## src/rtl/hdmi_pix_feeder.sv

```systemverilog
// rtl/hdmi_pix_feeder.sv - FIFO-buffered pixel feeder for hdmi_if with start-of-frame alignment
// Optional uf_cnt/rs_cnt statistics outputs: define HDMI_PIX_FEEDER_STATS_EN.
`ifndef CNT_HSYC_W
`define CNT_HSYC_W 12
`endif
`ifndef CNT_VSYC_W
`define CNT_VSYC_W 11
`endif

module hdmi_pix_feeder #(
  parameter int          FIFO_AW      = 6,
  parameter int          H_ACT        = 1280,
  parameter int          V_ACT        = 720,
  parameter int          V_BLANK_LINE = 0,
  parameter logic [23:0] FILL_RGB     = 24'h000000
) (
  input  logic                   clk,
  input  logic                   rst_n,
  input  logic                   s_valid,
  output logic                   s_ready,
  input  logic [23:0]            s_data,
  input  logic                   s_sof,
  input  logic [`CNT_HSYC_W-1:0] hcount,
  input  logic [`CNT_VSYC_W-1:0] vcount,
  input  logic                   dat_rdy,
  output logic [23:0]            dat_out,
  output logic                   locked,
`ifdef HDMI_PIX_FEEDER_STATS_EN
  output logic [15:0]            uf_cnt,
  output logic [15:0]            rs_cnt,
`endif
  output logic                   underflow
);

  localparam int FRAME_PIX = H_ACT * V_ACT;
  localparam int PW        = (FRAME_PIX > 1) ? $clog2(FRAME_PIX) : 1;
  localparam int DEPTH     = 1 << FIFO_AW;
  localparam int VW        = `CNT_VSYC_W;

  localparam logic [PW-1:0]      PIX_LAST   = PW'(FRAME_PIX - 1);
  localparam logic [PW-1:0]      PIX_FIRST  = PW'((FRAME_PIX > 1) ? 1 : 0);
  localparam logic [FIFO_AW:0]   FULL_OCC   = (FIFO_AW + 1)'(DEPTH);
  localparam logic [VW-1:0]      V_ARM_LINE = VW'(V_BLANK_LINE);

  localparam logic [1:0] ST_SYNC   = 2'd0;
  localparam logic [1:0] ST_RUN    = 2'd1;
  localparam logic [1:0] ST_RESYNC = 2'd2;

  logic [1:0]       state_q, state_d;
  logic [PW-1:0]    pix_cnt_q, pix_cnt_d;
  logic [23:0]      dat_out_q, dat_out_d;
  logic             underflow_q, underflow_d;
  logic             arm_q, arm_d;
  logic             rdy_en_q, rdy_en_d;
  logic [FIFO_AW:0] wr_ptr_q, wr_ptr_d;
  logic [FIFO_AW:0] rd_ptr_q, rd_ptr_d;
  logic [24:0]      mem_q [DEPTH];

  logic [FIFO_AW:0] occ;
  logic             full, empty, flushing, push, pop;
  logic             head_sof, arm_set, uf_evt, rs_evt;
  logic [23:0]      head_rgb;

  // Horizontal position is not needed: pix_cnt alone defines frame position.
  logic unused_hcount;
  assign unused_hcount = ^hcount;

  assign occ      = wr_ptr_q - rd_ptr_q;
  assign full     = (occ == FULL_OCC);
  assign empty    = (wr_ptr_q == rd_ptr_q);
  assign head_sof = mem_q[rd_ptr_q[FIFO_AW-1:0]][24];
  assign head_rgb = mem_q[rd_ptr_q[FIFO_AW-1:0]][23:0];
  assign flushing = (state_q != ST_RUN) && !empty && !head_sof;
  assign s_ready  = rdy_en_q && (!full || flushing);
  assign push     = s_valid && s_ready;
  assign arm_set  = (vcount == V_ARM_LINE) && !dat_rdy;

  assign dat_out   = dat_out_q;
  assign locked    = (state_q == ST_RUN);
  assign underflow = underflow_q;

  always_comb begin
    state_d     = state_q;
    pix_cnt_d   = pix_cnt_q;
    dat_out_d   = dat_out_q;
    underflow_d = underflow_q;
    arm_d       = arm_q;
    rdy_en_d    = 1'b1;
    pop         = 1'b0;
    uf_evt      = 1'b0;
    rs_evt      = 1'b0;

    if (arm_set) begin
      arm_d = 1'b1;
    end else if (dat_rdy) begin
      arm_d = 1'b0;
    end

    if (state_q == ST_RUN) begin
      if (dat_rdy) begin
        if (empty) begin
          dat_out_d   = FILL_RGB;
          underflow_d = 1'b1;
          uf_evt      = 1'b1;
          rs_evt      = 1'b1;
          state_d     = ST_RESYNC;
          pix_cnt_d   = '0;
        end else if (head_sof && (pix_cnt_q != '0)) begin
          // Early sof stays at the head so the next frame can lock on it.
          dat_out_d = FILL_RGB;
          rs_evt    = 1'b1;
          state_d   = ST_RESYNC;
          pix_cnt_d = '0;
        end else if (!head_sof && (pix_cnt_q == '0)) begin
          pop       = 1'b1;
          dat_out_d = FILL_RGB;
          rs_evt    = 1'b1;
          state_d   = ST_RESYNC;
        end else begin
          pop       = 1'b1;
          dat_out_d = head_rgb;
          pix_cnt_d = (pix_cnt_q == PIX_LAST) ? '0 : pix_cnt_q + PW'(1);
        end
      end
    end else begin
      pop = flushing;
      if (dat_rdy) begin
        dat_out_d = FILL_RGB;
      end
      if ((state_q == ST_SYNC) && dat_rdy && !empty && head_sof && arm_q) begin
        pop       = 1'b1;
        dat_out_d = head_rgb;
        pix_cnt_d = PIX_FIRST;
        state_d   = ST_RUN;
      end else if ((state_q != ST_SYNC) && arm_set) begin
        state_d   = ST_SYNC;
        pix_cnt_d = '0;
      end
    end

    wr_ptr_d = wr_ptr_q + {{FIFO_AW{1'b0}}, push};
    rd_ptr_d = rd_ptr_q + {{FIFO_AW{1'b0}}, pop};
  end

  always_ff @(posedge clk) begin
    if (push) begin
      mem_q[wr_ptr_q[FIFO_AW-1:0]] <= {s_sof, s_data};
    end
  end

  always_ff @(posedge clk) begin
    if (!rst_n) begin
      state_q     <= ST_SYNC;
      pix_cnt_q   <= '0;
      dat_out_q   <= FILL_RGB;
      underflow_q <= 1'b0;
      arm_q       <= 1'b0;
      rdy_en_q    <= 1'b0;
      wr_ptr_q    <= '0;
      rd_ptr_q    <= '0;
    end else begin
      state_q     <= state_d;
      pix_cnt_q   <= pix_cnt_d;
      dat_out_q   <= dat_out_d;
      underflow_q <= underflow_d;
      arm_q       <= arm_d;
      rdy_en_q    <= rdy_en_d;
      wr_ptr_q    <= wr_ptr_d;
      rd_ptr_q    <= rd_ptr_d;
    end
  end

`ifdef HDMI_PIX_FEEDER_STATS_EN
  logic [15:0] uf_cnt_q, uf_cnt_d;
  logic [15:0] rs_cnt_q, rs_cnt_d;

  always_comb begin
    uf_cnt_d = uf_cnt_q;
    rs_cnt_d = rs_cnt_q;
    if (uf_evt && (uf_cnt_q != 16'hFFFF)) begin
      uf_cnt_d = uf_cnt_q + 16'd1;
    end
    if (rs_evt && (rs_cnt_q != 16'hFFFF)) begin
      rs_cnt_d = rs_cnt_q + 16'd1;
    end
  end

  always_ff @(posedge clk) begin
    if (!rst_n) begin
      uf_cnt_q <= '0;
      rs_cnt_q <= '0;
    end else begin
      uf_cnt_q <= uf_cnt_d;
      rs_cnt_q <= rs_cnt_d;
    end
  end

  assign uf_cnt = uf_cnt_q;
  assign rs_cnt = rs_cnt_q;
`else
  logic unused_evt;
  assign unused_evt = uf_evt ^ rs_evt;
`endif

endmodule

```

## config.mk

```make
export PLATFORM = sky130hd
export DESIGN_NAME = hdmi_pix_feeder
export DESIGN_NICKNAME = d
export VERILOG_FILES = /design/src/rtl/hdmi_pix_feeder.sv
export SDC_FILE = /design/constraint.sdc
export NUM_CORES = 2
export LEC_CHECK = 0
export BUFFER_PORTS_ARGS = -buffer_cell sky130_fd_sc_hd__buf_4
export CAP_MARGIN = 30
export CORE_ASPECT_RATIO = 0.8
export CORE_UTILIZATION = 46
export CTS_CLUSTER_DIAMETER = 30
export CTS_CLUSTER_SIZE = 14
export DETAILED_ROUTE_END_ITERATION = 12
export PLACE_DENSITY_LB_ADDON = 0.08
export REMOVE_ABC_BUFFERS = 1
export SLEW_MARGIN = 10
export SYNTH_ARGS = -nofsm -noshare
export SYNTH_HDL_FRONTEND = slang
export SYNTH_SLANG_ARGS = --single-unit
```

## constraint.sdc

```tcl
create_clock -name clk -period 7.2 [get_ports clk]
set_input_delay 0.36 -clock clk [delete_from_list [all_inputs] [get_ports clk]]
set_output_delay 0.36 -clock clk [all_outputs]
set_load 0.02 [all_outputs]
```

# Yosys cells after proc, flatten, opt, wreduce, memory -nomap -nowiden
# Memories as Yosys holds them, arrays and structs flattened. A register that Yosys moved wholly into a read port is not among the register bits.
# Cells that the tools add are included.
# word_totals
n_memories,1
reg_bits,63
ram_bits,1600
output_inout_bits,27
# mem_list
memory,words,word_bits,read_ports,rd_clocked_by_memory_dff,write_ports,line_no,rtl
mem_q,64,25,1,1,1,57,logic [24:0] mem_q [DEPTH];
# op_classes
eq_ne,8
add_sub_neg,4
reduce_logical,29
muxes,33
# op_table
operator,n
2-to-1 mux 24 bit,7
2-to-1 mux 20 bit,8
"adder 20 x 1 -> 20 bit, second input constant",1
"equality test 20 bit, second input constant",1
logical NOT 20 bit,1
nonzero test 20 bit,1
adder 7 x 1 -> 7 bit,2
2-to-1 mux 2 bit,7
logical AND 1 bit,12
logical NOT 11 bit,1
2-to-1 mux 1 bit,10
AND reduction 3 bit,3
equality test 7 bit,1
"equality test 7 bit, second input constant",1
subtractor 7 bit,1
2-to-1 mux 6 bit,1
nonzero test 2 bit,3
logical NOT 1 bit,4
"inequality test 4 x 1 -> 1 bit, second input constant",1
"inequality test 4 bit, second input constant",1
nonzero test 3 bit,1
"equality test 2 x 1 -> 1 bit, second input constant",1
logical NOT 2 bit,1
"inequality test 2 x 1 -> 1 bit, second input constant",1
other kinds (3),3

# Longest topological paths before layout
# Gate-level depths: netlist of run 1.
# depth
depth_word,9
mapped_depth,17
mapped_depth_nobuf,14

# Worst setup path after synthesis of run 1
# Ideal clock, no wire load.
# synth_timing
kind,flip-flop to flip-flop
from,register rd_ptr_q[0]
to,memory mem_q[56][0] (enable)
path_stages_with_launch,12
path_slack_ps,1850
synth_period_minus_slack_ps,5350
required_time_ps,6729
t_arrival_ps,4879
path_cell_list,dfxtp_1 buf_2 buf_6 mux4_2 mux2i_1 o211ai_1 a32oi_2 nor3b_2 a2111oi_2 buf_6 buf_2 nor4_1
# synth_between
elab_chain_len,9
elab_cells_between_ends,12
classes_between,add/sub (1); eq/ne (2); mux (2); reduce/logical (7)
# synth_lines
element,line_no,rtl
start: declaration,56,"logic [FIFO_AW:0] rd_ptr_q, rd_ptr_d;"
start signal: assignment,169,rd_ptr_q <= rd_ptr_d;
"parallel branches: the longest is 4 deep, another holds subtractor 7 bit",--,
logical OR 1 bit (*),74,assign s_ready = rdy_en_q && (!full || flushing);
logical AND 1 bit (*),74,
logical AND 1 bit (*),75,assign push = s_valid && s_ready;
2-to-1 mux 1 bit (*),146,if (push) begin
2-to-1 mux 1 bit (not written as such) (*),147,"mem_q[wr_ptr_q[FIFO_AW-1:0]] <= {s_sof, s_data};"
end: declaration,57,
# Mark *: on every way between the ends.

# Worst setup path in the final report of run 1
# layout_timing
from,register rd_ptr_q[0]
to,output port s_ready
# layout_between
elab_chain_len,6
elab_cells_between_ends,9
classes_between,add/sub (1); eq/ne (2); reduce/logical (6)
# layout_lines
element,line_no,rtl
"parallel branches: the longest is 4 deep, another holds subtractor 7 bit",--,
logical OR 1 bit (*),74,
logical AND 1 bit (*),74,
end: declaration,20,"output logic s_ready,"
# Marked as above.

==> results of run 1 <==
==> power breakdown <==
part / internal (mW) / switching, mW / total [mW]
clock: 9.13 / 4.65 / 13.8
combinational: 1.04 / 1.08 / 2.13
sequential: 10.6 / 0.0507 / 10.7
total: 20.8 / 5.78 / 26.6
==> flip-flops by register name, summed over array words and instances, names as in the netlist <==
signal and count:
rd_ptr_q 7, rdy_en_q 1, wr_ptr_q 7, state_q 2, mem_q 1600, pix_cnt_q 20
dat_out 24, arm_q 1, underflow 1
==> cell usage in the layout, fill, tap and decap left out, types with 10 or more instances in the layout <==
master / synthesis / layout
or3_1: 52 / 52
inv_6: 0 / 28
clkinv_1: 3 / 38
nand3_1: 15 / 15
nor3_1: 16 / 16
clkbuf_16: 0 / 309
and2_1: 11 / 11
nor4_2: 0 / 64
clkinv_4: 0 / 23
clkinv_2: 0 / 29
a22oi_1: 192 / 192
edfxtp_1: 1600 / 1600
o21ai_0: 11 / 11
mux4_2: 398 / 398
ha_1: 15 / 15
inv_1: 12 / 10
buf_4: 0 / 169
a32o_1: 22 / 22
a21oi_1: 102 / 102
nand2_1: 42 / 42
nor2_1: 43 / 38
clkbuf_1: 116 / 32
o221a_2: 17 / 17
clkinvlp_4: 0 / 28
bufinv_16: 0 / 36
dfxtp_1: 63 / 59
==> final cells by class <==
class | instances | share of cell area [%]
clock inverter | 183 | 2.69
sequential | 1663 | 63.8
clock buffer | 341 | 10.2
timing repair buffer | 189 | 2.14
antenna | 5 | 0.0162
multi-input combinational | 1091 | 18.2
inverter | 15 | 0.0728
tap | 1845 | 2.99
==> stage by stage <==
step           instance area, um^2  hold WS, ns  util [%]  cells
2_1_floorplan                62900        0.388         -   2769
3_3_place_gp                 67000        0.452      49.0   4785
3_5_place_dp                 67200        0.466      49.1   4792
4_1_cts                      77200       0.0253      56.5   5322
5_1_grt                      77300       0.0468      56.5   5327
6_report                     77300       0.0493      56.6   5332
==> worst max-delay path, delay by kind of cell, from the launching register on <==
| family | cells | cell delay [ns] |
|---|---|---|
| DFF | 1 | 0.83 |
| and+or+nand+nor | 2 | 0.97 |
| muxes | 2 | 0.75 |
| buffers and inverters | 4 | 1.39 |
| AOI/OAI and AO/OA | 3 | 0.75 |
==> cells by family (layout without fill, tap and decap cells) <==
family	after synthesis	after routing
buffers and inverters	204	728
XOR/XNOR	11	11
AND/OR/NAND/NOR	285	285
multiplexers	409	409
AO/OA/AOI/OAI	371	371
other	0	5
adder cells (fa/ha/maj)	15	15
flip-flops	1663	1663
==> worst min path at each step <==
stage | to
finish | mem_q[15][9]
global route | mem_q[15][9]
CTS | mem_q[46][16]
detailed placement | underflow
global placement | dat_out[1]
floorplan | rdy_en_q
==> synthesized netlist by cell type (3+ instances only) <==
cell / instances
nor4_1: 68
and3_1: 5
buf_1: 29
nand3_1: 15
mux4_2: 398
xnor2_1: 5
or4_1: 3
o21ai_0: 11
a31oi_1: 4
a21oi_1: 102
buf_2: 42
o211ai_1: 3
mux2_2: 4
xor2_1: 6
a32o_1: 22
and2_1: 11
nor2b_1: 3
clkbuf_1: 116
inv_1: 12
nor2_1: 43
nand4_1: 8
nor3_1: 16
nand3b_1: 4
dfxtp_1: 63
nand2_1: 42
or3_1: 52
ha_1: 15
o221a_2: 17
edfxtp_1: 1600
nand2b_1: 3
a22oi_1: 192
mux2i_1: 6
a221oi_1: 3
clkinv_1: 3
==> what timing repair did <==
action,4_1_cts,5_1_grt
buffers inserted,0,0
hold buffers,6,0
endpoints found under the hold margin,63,0
==> per-layer routing <==
| metal | vias to the layer above | track usage [%] | share of wire (%) |
|---|---|---|---|
| met4 | 0 | 7.77 | 2.5 |
| met2 | 1330 | 38.1 | 48 |
| met1 | 17400 | 33.6 | 42 |
| met5 | - | 0 | 0 |
| met3 | 273 | 4.30 | 7.6 |
| li1 | 13400 | - | - |
==> flow_summary.ini, run 1 <==
[clock_tree]
insertion_delay_ns = 0.89
cts_buffer_depth = 4
tritoncts = built
cts.clk_slew.worst_paths_ns = 0.06
cts_resized = 0
cts_htree_levels = 5
clockRootBuffer = clkbuf_16
clock_sinks = 1663
cts_made_buffers = 301

[sta]
skew_ns = 0.0594
min_period_ns = 6.00
clock.fmax_mhz = 167
layout_setup_ws_ns = 1.20
slew_viol_final = 0
worstMarginPinSlew_ns = 1.04
rsz0062_at_grt = false
finalSetupViolations = 0
setup_tns_ns = 0
max_slew_margin_pct = 30.5
fin_crit_sh_pct = 83.3
finalHoldViolations = 0

[routing]
via_per_inst = 6.08
wl_per_cell_um = 31.0
drt-initial-drc-count = 3248
drcViolationCount = 0
wirelength_um = 166000
drt_first_pass_iters = 5
vias = 32400
postRouteAntennaNets = 0

[global_route]
overflow = 0
track_usage_pct = 23.9
antenna_found_initial = 2
grt_pass1_wl_um = 236000
grt_max_degree = 114
grt_pass1_vias = 33500

[worst_setup_path]
crit_path_start_kind = flip-flop
worstSetupEndpoint = s_ready
worstSetupEndpointType = output port
r2r_slack_ns = 1.53
required_ns = 6.84
reg2reg_from = rd_ptr_q[0]
cpMostUsedCell = buf_4
crit_fanout = 48
ff2ff_path_depth = 11
path_class = reg2out
cp-startpoint = rd_ptr_q[0]
cp.arrival_ns = 5.64
crit_chain = buf_4, mux4_2, mux2i_1, o211ai_1, a32oi_2, nor3b_2, a2111oi_4, buf_4, buf_16, nor2b_1, buf_4
critical-path-max-stage-delay_ns = 0.83
cp_slowest_cell = dfxtp_4
worstReg2RegEnd = mem_q[27][11]

[floorplanning]
num_rows = 121
start_util_pct = 46.6
coreArea_um2 = 137000
die-area_um2 = 140000
dieWidth_um = 418
die_h_um = 335
ios = 79

[layout]
layout-drive-gt1-share_pct = 32.7
syn_to_final_growth_pct = 21.3
seqCellArea_um2 = 49300
fillers = 10000
multiInputGateArea_um2 = 14000
nets = 3328

[logic_synthesis]
netlist_area_um2 = 63700
synth_flop_cell = edfxtp_1
synthArstFlopShare_pct = 0
synthAdderAreaFrac_pct = 0.295
synth_cells = 2958
ys_top_cells_by_area = edfxtp_1 (75%), mux4_2 (14%), a22oi_1 (2.3%)
synthXorXnorAreaFrac_pct = 0.151
synth_top_family_by_area = multiplexers
synth_top_area_share_pct = 75.4
ys_types = 60
yosysTopAreaCell = edfxtp_1
synth-compound-area-share_pct = 4.15
syn_avg_cell_area_um2 = 21.5
ys_ff_latch = 1663
yosysWarnings = 0
synthMuxAreaShare_pct = 14.2
synthSimpleGateAreaFrac_pct = 2.47
synth_edf_count = 1600
synth_seq_area_share_pct = 77.4

[place]
gp_congestion = 0.805
port_buffers = 66
place_ws_ns = 1.53
dp_hpwl_um = 85900

[min_path]
min_path_type = in2reg
hp-start = s_data[9]
whs_path_depth = 1

[power_and_ir_drop]
leakage_nw = 24.2
finalPower_mw = 26.6
p_per_area_nw_per_um2 = 344
ir_worst_vdd_mv = 0.252

[outcome]
status = completed

[flow_run]
cap_violations = 0
Power figures use the tool's default switching activity.
==> inputs of run 2 (changes only) <==
- clock period: 7.2 -> 5.1 ns (I/O delays scaled with it)
==> run 2 against run 1 <==
  * Utilization rose by 0.57 points
  * Non-clock buffer count grew 59
  * Critical path depth is 1 lower
  * Largest power group unchanged
  * Die area stayed put
  * Clock-buffer cell count up 11
==> flow_summary.ini, run 2 (synthesized netlist as in run 1, its figures left out) <==
[worst_setup_path]
crit_path_start_kind = flip-flop
path_class = reg2out
required_ns = 4.85
crit_fanout = 39
crit_chain = mux4_2, mux2i_1, o211ai_1, a32oi_2, buf_4, nor3b_2, a2111oi_4, buf_12, nor2b_1, buf_4
critical-path-max-stage-delay_ns = 0.88
cp.arrival_ns = 4.67
cp_top_family = flip-flops
worstSetupEndpointType = output port
cpMostUsedCell = buf_4
cp.buffers_inverters = 3
cp_slowest_cell = dfxtp_4
r2r_slack_ns = 0.49

[clock_tree]
clock_sinks = 1663
cts_htree_levels = 5
clockRootBuffer = clkbuf_16
cts_buffer_depth = 4
cts.clk_slew.worst_paths_ns = 0.05
insertion_delay_ns = 0.91
cts_resized = 0
tritoncts = built
cts_made_buffers = 312

[layout]
layout-drive-gt1-share_pct = 33.7
largest_reg_flops = 1600
layout_commonest_cell = edfxtp_1
syn_to_final_growth_pct = 22.6
nets = 3398
layout_common_cells = edfxtp_1 (1,600), mux4_2 (398), clkbuf_16 (320), buf_4 (199), a22oi_1 (192)

[routing]
wirelength_um = 166000
wl_per_cell_um = 30.7
drt-initial-drc-count = 3367
postRouteAntennaNets = 0
drt_first_pass_iters = 5
vias = 32800
via_per_inst = 6.06
drcViolationCount = 0

[sta]
max_slew_margin_pct = 37.0
skew_ns = 0.0525
layout_setup_ws_ns = 0.175
worstMarginPinSlew_ns = 0.944
slew_viol_final = 0
rsz0062_at_grt = false
setup_tns_ns = 0
finalSetupViolations = 0
finalHoldViolations = 0
fin_crit_sh_pct = 96.6
clock.fmax_mhz = 203
min_period_ns = 4.92

[power_and_ir_drop]
p_per_area_nw_per_um2 = 485
power_frac_comb_pct = 8.0
p_seq_share_pct = 39.8
p_clk_share_pct = 52.1
p_int_mw = 29.5
leakage_nw = 24.5
swShare_pct = 22.2
ir_worst_vdd_mv = 0.374
p_sw_mw = 8.42

[global_route]
grt_pass1_vias = 34000
grt_pass1_wl_um = 240000
antenna_found_initial = 7
grt_max_degree = 110
track_usage_pct = 24.1
overflow = 0

[floorplanning]
num_rows = 121
ios = 79
dieWidth_um = 418
coreArea_um2 = 137000
die_h_um = 335
start_util_pct = 46.6
die-area_um2 = 140000

[place]
port_buffers = 66
place_ws_ns = 0.499
dp_hpwl_um = 91700
gp_congestion = 0.791

[outcome]
status = completed

[min_path]
min_path_type = in2reg

[flow_run]
cap_violations = 0
[run 2: changes by cell type in the layout (fill, tap and decap cells not counted), moves of 9 or more]
cell,delta
clkinvlp_4,+13
dlygate4sd3_1,+23
clkinv_2,+9
buf_12,+10
buf_4,+30
clkbuf_16,+11
[run 2: path summary, 6_finish.rpt]
kind         cells after the start            to   startpoint
max                             10       s_ready  rd_ptr_q[0]
min                              1  mem_q[27][2]    s_data[2]
max reg2reg                     15   rd_ptr_q[6]  rd_ptr_q[0]
min reg2reg                      2         arm_q        arm_q
[run 2: per-stage QoR]
step	cell area [um^2]	power [mW]	util, %	instances	hold WS, ns
2_1_floorplan	62900	17.5	-	2769	0.283
3_3_place_gp	67500	18.4	49.4	4827	0.461
3_5_place_dp	67600	18.5	49.5	4833	0.460
4_1_cts	78100	38.3	57.1	5411	0.0190
5_1_grt	78100	39.0	57.1	5411	0.0419
6_report	78100	37.9	57.1	5416	0.0458
[run 2: repair_timing]
action	4_1_cts	5_1_grt
hold buffers	29	0
endpoints found under the hold margin	1309	0
buffers inserted	0	0
[run 2: worst reg2reg max path: stages (launching register included)]
cell,delay [ns]
dfxtp_4,0.88
mux4_2,0.64
mux2i_1,0.22
o211ai_1,0.21
a32oi_2,0.37
buf_4,0.23
inv_1,0.06
ha_1,0.22
inv_1,0.08
a21oi_1,0.07
nor3_1,0.51
ha_1,0.37
ha_1,0.25
nand4_1,0.14
xor2_1,0.19
nor2_1,0.06
[run 2: layout make-up]
type                            instances  area (um^2)
Timing Repair Buffer                  248         2190
Sequential cell                      1663        49300
Fill cell                            9972        58600
Tap cell                             1845         2310
Inverter                               15         56.3
Clock buffer                          352         8150
Antenna cell                            5         12.5
Clock inverter                        197         2000
Multi-Input combinational cell       1091        14100
[run 2: power groups by stage]
stage / clock network, mW / registers (mW) / logic, mW
after floorplan: 0 / 15.6 / 1.88
after global placement: 0 / 15.3 / 3.05
after detailed placement: 0 / 15.4 / 3.10
after CTS: 20.1 / 15.1 / 3.13
after global routing: 20.7 / 15.1 / 3.28
final: 19.7 / 15.1 / 3.05
[run 2: metal layers]
layer  vias to the layer above  wire [um]  track usage [%]
li1                      13600          -                -
met1                     17600      69900             34.1
met2                      1304      79500             37.8
met3                       319      12700             4.76
met4                         0       4130             7.82
met5                         -          0                0
